===== src/rtl/pixel_fifo.sv =====
// ---------------------------------------------------------------------------
// pixel_fifo
//
// Background/window pixel FIFO that sits between the tile fetcher and the
// LCD pixel output stage. The fetcher deposits whole 8-pixel tile rows, and
// the output stage removes one pixel per pop. At the start of a line the FIFO
// can silently throw away up to 7 leading pixels. This implements fine
// horizontal scrolling (SCX[2:0]).
//
// Parameters
//   DEPTH        storage depth in pixels. It must be a power of two and at
//                least 16, so that two full rows fit and the pointers wrap
//                for free.
//
// Ports
//   clk          single clock; all state changes on its rising edge
//   reset        asynchronous, active-high reset of pointers, count and
//                discard state
//   flush        synchronous clear (end of mode 3, window start, line
//                restart)
//   push_en      fetcher offers one 8-pixel row this cycle
//   push_px      the row; push_px[0] is the leftmost pixel, shown first
//   push_ready   a full row fits (count <= DEPTH-8)
//   discard_load loads the fine-scroll discard counter with discard_n
//   discard_n    number of leading pixels to drop
//   pop_en       consumer takes the head pixel at this edge
//   top_px       head pixel, read combinationally from storage
//   empty        no displayable pixel at the head
//   count        pixels stored, including pixels still waiting to be
//                discarded
// ---------------------------------------------------------------------------
package ppu_pkg;
    typedef struct packed {
        logic [1:0] color;
        logic [2:0] palette;
        logic       bg_priority;
    } ppu_pixel_t;
endpackage

module pixel_fifo
    import ppu_pkg::*;
#(
    parameter int DEPTH = 16
) (
    input  logic                       clk,
    input  logic                       reset,
    input  logic                       flush,
    input  logic                       push_en,
    input  ppu_pixel_t [7:0]           push_px,
    output logic                       push_ready,
    input  logic                       discard_load,
    input  logic [2:0]                 discard_n,
    input  logic                       pop_en,
    output ppu_pixel_t                 top_px,
    output logic                       empty,
    output logic [$clog2(DEPTH):0]     count
);

    localparam int AW = $clog2(DEPTH);
    localparam int CW = AW + 1;

    // IDLE means no leading pixels are pending removal.
    // DROP means discard_cnt is non-zero.
    typedef enum logic {
        IDLE,
        DROP
    } discard_state_t;

    ppu_pixel_t      mem [DEPTH];
    logic [AW-1:0]   head;
    logic [AW-1:0]   tail;
    logic [2:0]      discard_cnt;
    discard_state_t  state;

    logic            push_acc;
    logic            pop_acc;
    logic            drop_acc;
    logic [CW-1:0]   count_next;
    logic [2:0]      discard_next;

    // Readiness and emptiness come only from registered state. The fetcher
    // and the output stage therefore never form a combinational loop through
    // this FIFO.
    assign push_ready = (count <= CW'(DEPTH - 8));
    assign empty      = (count == '0) || (state == DROP);
    assign top_px     = mem[head];

    // Decide which operations are accepted this cycle. Flush cancels all of
    // them. A pending discard_load wins over the drop it would otherwise
    // race with. Pops cannot collide with drops, because DROP already forces
    // empty.
    always_comb begin
        push_acc = push_en && push_ready && !flush;
        pop_acc  = pop_en && !empty && !flush;
        drop_acc = (state == DROP) && (count != '0) && !discard_load && !flush;
    end

    // Next count and next discard value. A push adds a whole row. Either a
    // pop or a drop removes one pixel. Both can happen together, giving +7.
    always_comb begin
        count_next = count;
        if (push_acc) begin
            count_next = count_next + CW'(8);
        end
        if (pop_acc || drop_acc) begin
            count_next = count_next - CW'(1);
        end

        discard_next = discard_cnt;
        if (discard_load) begin
            discard_next = discard_n;
        end else if (drop_acc) begin
            discard_next = discard_cnt - 3'd1;
        end
    end

    // Pointer, count and discard FSM state. Flush is a synchronous clear
    // that overrides every other operation. Head and tail rely on natural
    // power-of-two wrap.
    always_ff @(posedge clk or posedge reset) begin
        if (reset) begin
            head        <= '0;
            tail        <= '0;
            count       <= '0;
            discard_cnt <= '0;
            state       <= IDLE;
        end else if (flush) begin
            head        <= '0;
            tail        <= '0;
            count       <= '0;
            discard_cnt <= '0;
            state       <= IDLE;
        end else begin
            if (push_acc) begin
                tail <= tail + AW'(8);
            end
            if (pop_acc || drop_acc) begin
                head <= head + AW'(1);
            end
            count       <= count_next;
            discard_cnt <= discard_next;
            state       <= (discard_next != 3'd0) ? DROP : IDLE;
        end
    end

    // Pixel storage is deliberately left out of reset and flush. Only the
    // pointers define what is valid, so stale contents are never visible.
    always_ff @(posedge clk) begin
        if (push_acc) begin
            for (int i = 0; i < 8; i++) begin
                mem[tail + AW'(i)] <= push_px[i];
            end
        end
    end

    // Occupancy can never leave 0..DEPTH. Removing from an empty store or
    // overfilling the buffer means the control logic above is broken.
    assert property (@(posedge clk) disable iff (reset) count <= CW'(DEPTH));
    assert property (@(posedge clk) disable iff (reset)
                     (pop_acc || drop_acc) |-> (count != '0));
    assert property (@(posedge clk) disable iff (reset)
                     count_next <= CW'(DEPTH));

endmodule

===== config.mk =====
export PLATFORM = sky130hd
export DESIGN_NAME = pixel_fifo
export DESIGN_NICKNAME = d
export VERILOG_FILES = /design/src/rtl/pixel_fifo.sv
export SDC_FILE = /design/constraint.sdc
export NUM_CORES = 1
export LEC_CHECK = 0
export ABC_AREA = 1
export CAP_MARGIN = 20
export CORE_ASPECT_RATIO = 1.1
export CORE_MARGIN = 3
export CORE_UTILIZATION = 62
export CTS_BUF_LIST = sky130_fd_sc_hd__clkbuf_8
export DETAILED_ROUTE_END_ITERATION = 7
export PLACE_DENSITY = 0.86
export SYNTH_ARGS = -nofsm -noshare
export SYNTH_HDL_FRONTEND = slang
export SYNTH_SLANG_ARGS = --single-unit

===== constraint.sdc =====
create_clock -name clk -period 4.05 [get_ports clk]
set_clock_uncertainty 0.15 [all_clocks]
set_input_delay 0.6075 -clock clk [delete_from_list [all_inputs] [get_ports clk]]
set_output_delay 0.6075 -clock clk [all_outputs]
set_load 0.05 [all_outputs]

# Yosys cells after proc, flatten, opt, wreduce, memory -nomap -nowiden
# Memory sizes are Yosys's and may differ from the RTL's.
# Index checks and enable logic that the tools add are counted.
[totals] ramBits=96 memories=1 output_inout_bits=13 elab_cells=50 ff_bits=17 in_bits=57
[classes] n_addsub=12 n_reduce_logical=17 n_lt_le_gt_ge=1 muxes=14
[memory_table] memory="mem" depth=16 word_bits=6 rd=1 rd_clocked_by_memory_dff=0 write_ports=8 line_no="69" rtl="ppu_pixel_t mem [DEPTH];"
[op_table] cell="4-bit by 3-bit adder with 4-bit output, second input constant" count=4
[op_table] cell="4-bit two-way mux" count=4
[op_table] cell="5-bit two-way mux" count=3
[op_table] cell="3-bit two-way mux" count=3
[op_table] cell="4-bit by 1-bit adder with 4-bit output, second input constant" count=2
[op_table] cell="4-bit by 2-bit adder with 4-bit output, second input constant" count=2
[op_table] cell="1-bit logical AND" count=7
[op_table] cell="5-bit by 4-bit adder with 5-bit output, second input constant" count=1
[op_table] cell="5-bit by 4-bit <= comparator with 1-bit output, second input constant" count=1
[op_table] cell="5-bit logical NOT" count=1
[op_table] cell="5-bit nonzero test" count=1
[op_table] cell="5-bit by 1-bit subtractor with 5-bit output, second input constant" count=1
[op_table] cell="4-bit adder, second input constant" count=1
[op_table] cell="1-bit two-way mux" count=4
[op_table] cell="2-bit nonzero test" count=2
[op_table] cell="1-bit logical NOT" count=3
[op_table] cell="3-bit nonzero test" count=1
[op_table] cell="3-bit by 1-bit subtractor with 3-bit output, second input constant" count=1
[op_table] cell="1-bit logical OR" count=2

# Longest topological paths before layout
[logic_depth] word_depth=9 mapped_depth=12 depth_no_buf=12

# Worst setup path before layout
# No wires, ideal clock.
[synth_timing] kind="register to register" startpoint="register count[0]" endpoint="memory mem[10][0] (netlist bit), enable pin" stages_incl_launch_ff=12 t_required_ps=3521 arrival_ps=2255 period_less_slack_ps=2784 slack_ps=1266 setup_time_ps=379 path_buffers=1 cell_sequence="dfrtp_1 > inv_1 > ha_1 > nand2_1 > inv_1 > nand2_2 > nand2_4 > nand3_4 > inv_4 > nand2_4 > buf_4 > inv_1"
[synth_rtl] element="start, declared" line_no="56" rtl="output logic [$clog2(DEPTH):0] count"
[synth_rtl] element="start signal, assigned" line_no="140" rtl="count <= count_next;"
[synth_rtl] element="end, declared" line_no="69"

==> results.json <==
{
  "fmax_mhz": 278.2,
  "n_antenna_cell": 0,
  "p_leak_uw": 0.002532,
  "synth_sequential_area_ratio_pct": 57.05,
  "yosys.cell_types.count": 32,
  "drt_pre_antenna_iters": 6,
  "max_slew_margin_pct": 45.66,
  "number_of_nets_in_the_layout": 676,
  "finalSetupTns_ns": 0,
  "synthesis.instances": 565,
  "critical_path.n_buffers_inverters": 2,
  "cell_chosen_for_the_clock_root": "sky130_fd_sc_hd__clkbuf_8",
  "clock_power_share_pct": 20.7,
  "timing.final.crit_share_pct": 88.75,
  "layoutNonFillerInstCount": 730,
  "worst-endpoint-arrival_ns": 2.84,
  "run_status": "complete, no violations",
  "ir_worst_vdd_uv": 356.6,
  "finalMaxSlewViolations": 0,
  "netlist_area_sq_um": 5667,
  "final_worst_path_period_need_ns": 3.594,
  "rows": 35,
  "synthesis.area_per_instance_sq_um": 10.03,
  "cp_slowest_stage_delay_ns": 0.81,
  "worst_skew_pair.late_latency_ns": 0.37,
  "cts_num_sinks": 110,
  "post-route-drc-count": 0,
  "wl_per_cell_um": 17.29,
  "cpLargestDelayFamily": "buffers and inverters",
  "dp_hpwl_um": 8414,
  "reg2regPathDepth": 11,
  "tritoncts": "yes",
  "cellPowerDensity_nw_per_um2": 505.1,
  "ctsResizeCount": 0,
  "critical_path.slowest_cell": "sky130_fd_sc_hd__clkdlybuf4s50_1",
  "ys_seq_elements": 110,
  "internal_power_uw": 2084,
  "layout_commonest_cell": "sky130_fd_sc_hd__edfxtp_1",
  "area.growth.synth_to_final_pct": 15.39,
  "finish.instance_area_sq_um": 6539,
  "global_route.overflow_total": 0,
  "n_fill_cell": 555,
  "synth_edf_count": 96,
  "setup.worst_path.end_class": "primary output",
  "synth-async-reset-ratio_pct": 12.73,
  "pwr-share-seq_pct": 44.5,
  "grt_antenna_before_repair": 0,
  "die-area_sq_um": 10320,
  "mostFrequentLayoutCells": "sky130_fd_sc_hd__edfxtp_1 (96), sky130_fd_sc_hd__nor2_1 (84), sky130_fd_sc_hd__inv_1 (71)",
  "synth_nets": 627,
  "placed_cells_incl_taps": 714,
  "report.final.setup_viol": 0,
  "post_cts_hold_buffer_count": 0,
  "via_count_of_the_first_global_routing_pass": 4217,
  "num_io_pins": 70,
  "clkTransAtPathRegs_ns": 0.11,
  "routed_wl_um": 12620,
  "grt_pass1_wl_um": 20510,
  "path_max_fanout": 48,
  "power.switching_uw": 1218,
  "combinational_share_of_power_pct": 34.8,
  "placed_cell_area_sq_um": 6334,
  "regArea_sq_um": 3233,
  "power.switching_fraction_pct": 36.88,
  "initial_core_util_pct": 65.69,
  "gr-usage-all-layers_pct": 25.13,
  "grt_start_max_net_pins": 52,
  "vias": 4304,
  "worstSetupPathType": "flip-flop to primary output",
  "worstHoldPathType": "input pin to async pin",
  "grt_setup_unrepaired": "false",
  "detail_route.vias_per_cell": 5.896,
  "fin_ws_ns": 0.4556,
  "dieWidth_um": 97.16,
  "multi_input_area_sq_um": 1904,
  "pre_cts_ws_ns": 0.9095,
  "place.port_buffers": 69,
  "setup.worst_path.start_class": "flip-flop",
  "drtAntennaViolNets": 0,
  "worst-path-stages": 8,
  "max_cap_violations": 0,
  "tritoncts.num_buffers": 9,
  "cts_setup_buffers": 0,
  "clock_tree.buffer_depth": 2,
  "post_route_cells_drive_above_1_share_pct": 12.92,
  "worstMarginPinSlew_ns": 0.8139,
  "fp.dieH_um": 106.3,
  "floorplan.core_area_sq_um": 8627,
  "drtIter0Drc": 523,
  "htreeDepth": 3,
  "worstPathRequired_ns": 3.29,
  "final_hold_viol_count": 0,
  "synth.yosys.warnings": 0,
  "crit_path_cell_trace": "inv_2 > nor2_1 > nor2_1 > o21ai_0 > o211ai_1 > o211ai_1 > nand2_1 > clkdlybuf4s50_1",
  "finalWeightedCongestion": 0.8395,
  "final_core_density_pct": 75.79,
  "synth_top_flop_cell": "sky130_fd_sc_hd__edfxtp_1"
}
metal layers:
layer / share of wire [%] / track usage [%] / up-vias
met5: 0 / 0 / -
met4: 2.5 / 10.53 / 0
met3: 6.2 / 3.675 / 32
met2: 52 / 44.18 / 198
met1: 39 / 31.10 / 2044
li1: - / - / 2030
cells by family (layout without fill, tap and decap cells):
kind of cell	Yosys count	count (layout)	synth area share [%]
adder cells (fa/ha/maj)	5	5	1.104
AND/OR/NAND/NOR	160	160	13.67
AO/OA/AOI/OAI	173	173	18.83
buffers and inverters	117	171	9.340
flip-flops	110	110	57.05
cell type report:
type / instances / area share (%)
clock inverter: 7 / 1.244
clock buffer: 9 / 1.894
timing repair buffer: 80 / 11.83
multi-input combinational: 338 / 29.12
tap: 111 / 2.124
sequential: 110 / 49.45
inverter: 75 / 4.344
path summary, 6_finish.rpt:
path                       startpoint        endpoint  slack, ns
setup / recovery              head[0]       top_px[2]       0.46
hold / removal                  reset  discard_cnt[0]       0.42
setup reg to reg             count[0]       mem[6][1]       1.56
hold reg to reg              count[0]        count[0]       0.46
max in group asynchronous       reset  discard_cnt[2]       2.96
min in group clk             count[0]        count[0]       0.46
stage by stage:
step / total power [uW] / hold WS, ns
CTS: 3299 / 0.4380
global placement: 2594 / 0.4207
detailed placement: 2636 / 0.4441
floorplan: 2312 / 0.3467
global route: 3465 / 0.4794
finish: 3303 / 0.4247
registers in the layout, indices dropped and copies added, names as in the netlist:
name / count
mem: 96
state: 1
head: 4
tail: 1
discard_cnt: 3
count: 5
cell usage after synthesis (2+ instances only):
library cell / number / area, sq um
sky130_fd_sc_hd__nand3_1: 18 / 90.09
sky130_fd_sc_hd__dfrtp_1: 14 / 350.3
sky130_fd_sc_hd__a21oi_1: 3 / 15.01
sky130_fd_sc_hd__edfxtp_1: 96 / 2883
sky130_fd_sc_hd__clkbuf_1: 26 / 97.59
sky130_fd_sc_hd__inv_1: 71 / 266.5
sky130_fd_sc_hd__buf_6: 8 / 90.09
sky130_fd_sc_hd__o21ai_0: 58 / 290.3
sky130_fd_sc_hd__nand2_4: 3 / 33.78
sky130_fd_sc_hd__ha_1: 5 / 62.56
sky130_fd_sc_hd__nand4_1: 4 / 25.02
sky130_fd_sc_hd__nor2_1: 84 / 315.3
sky130_fd_sc_hd__o211ai_1: 25 / 187.7
sky130_fd_sc_hd__nand3_2: 2 / 20.02
sky130_fd_sc_hd__inv_2: 3 / 11.26
sky130_fd_sc_hd__nand2_1: 38 / 142.6
sky130_fd_sc_hd__nand2_8: 5 / 100.1
sky130_fd_sc_hd__buf_2: 6 / 30.03
sky130_fd_sc_hd__o21ai_1: 49 / 245.2
sky130_fd_sc_hd__o21ai_2: 35 / 306.5
power by group through the flow:
stage	combinational [uW]	sequential, uW	clock [uW]
2_1_floorplan	765	1550	0
4_1_cts	1150	1470	681
5_1_grt	1260	1480	724
3_5_place_dp	1140	1490	0
3_3_place_gp	1100	1490	0
6_report	1150	1470	682
Power figures use the tool's default switching activity.
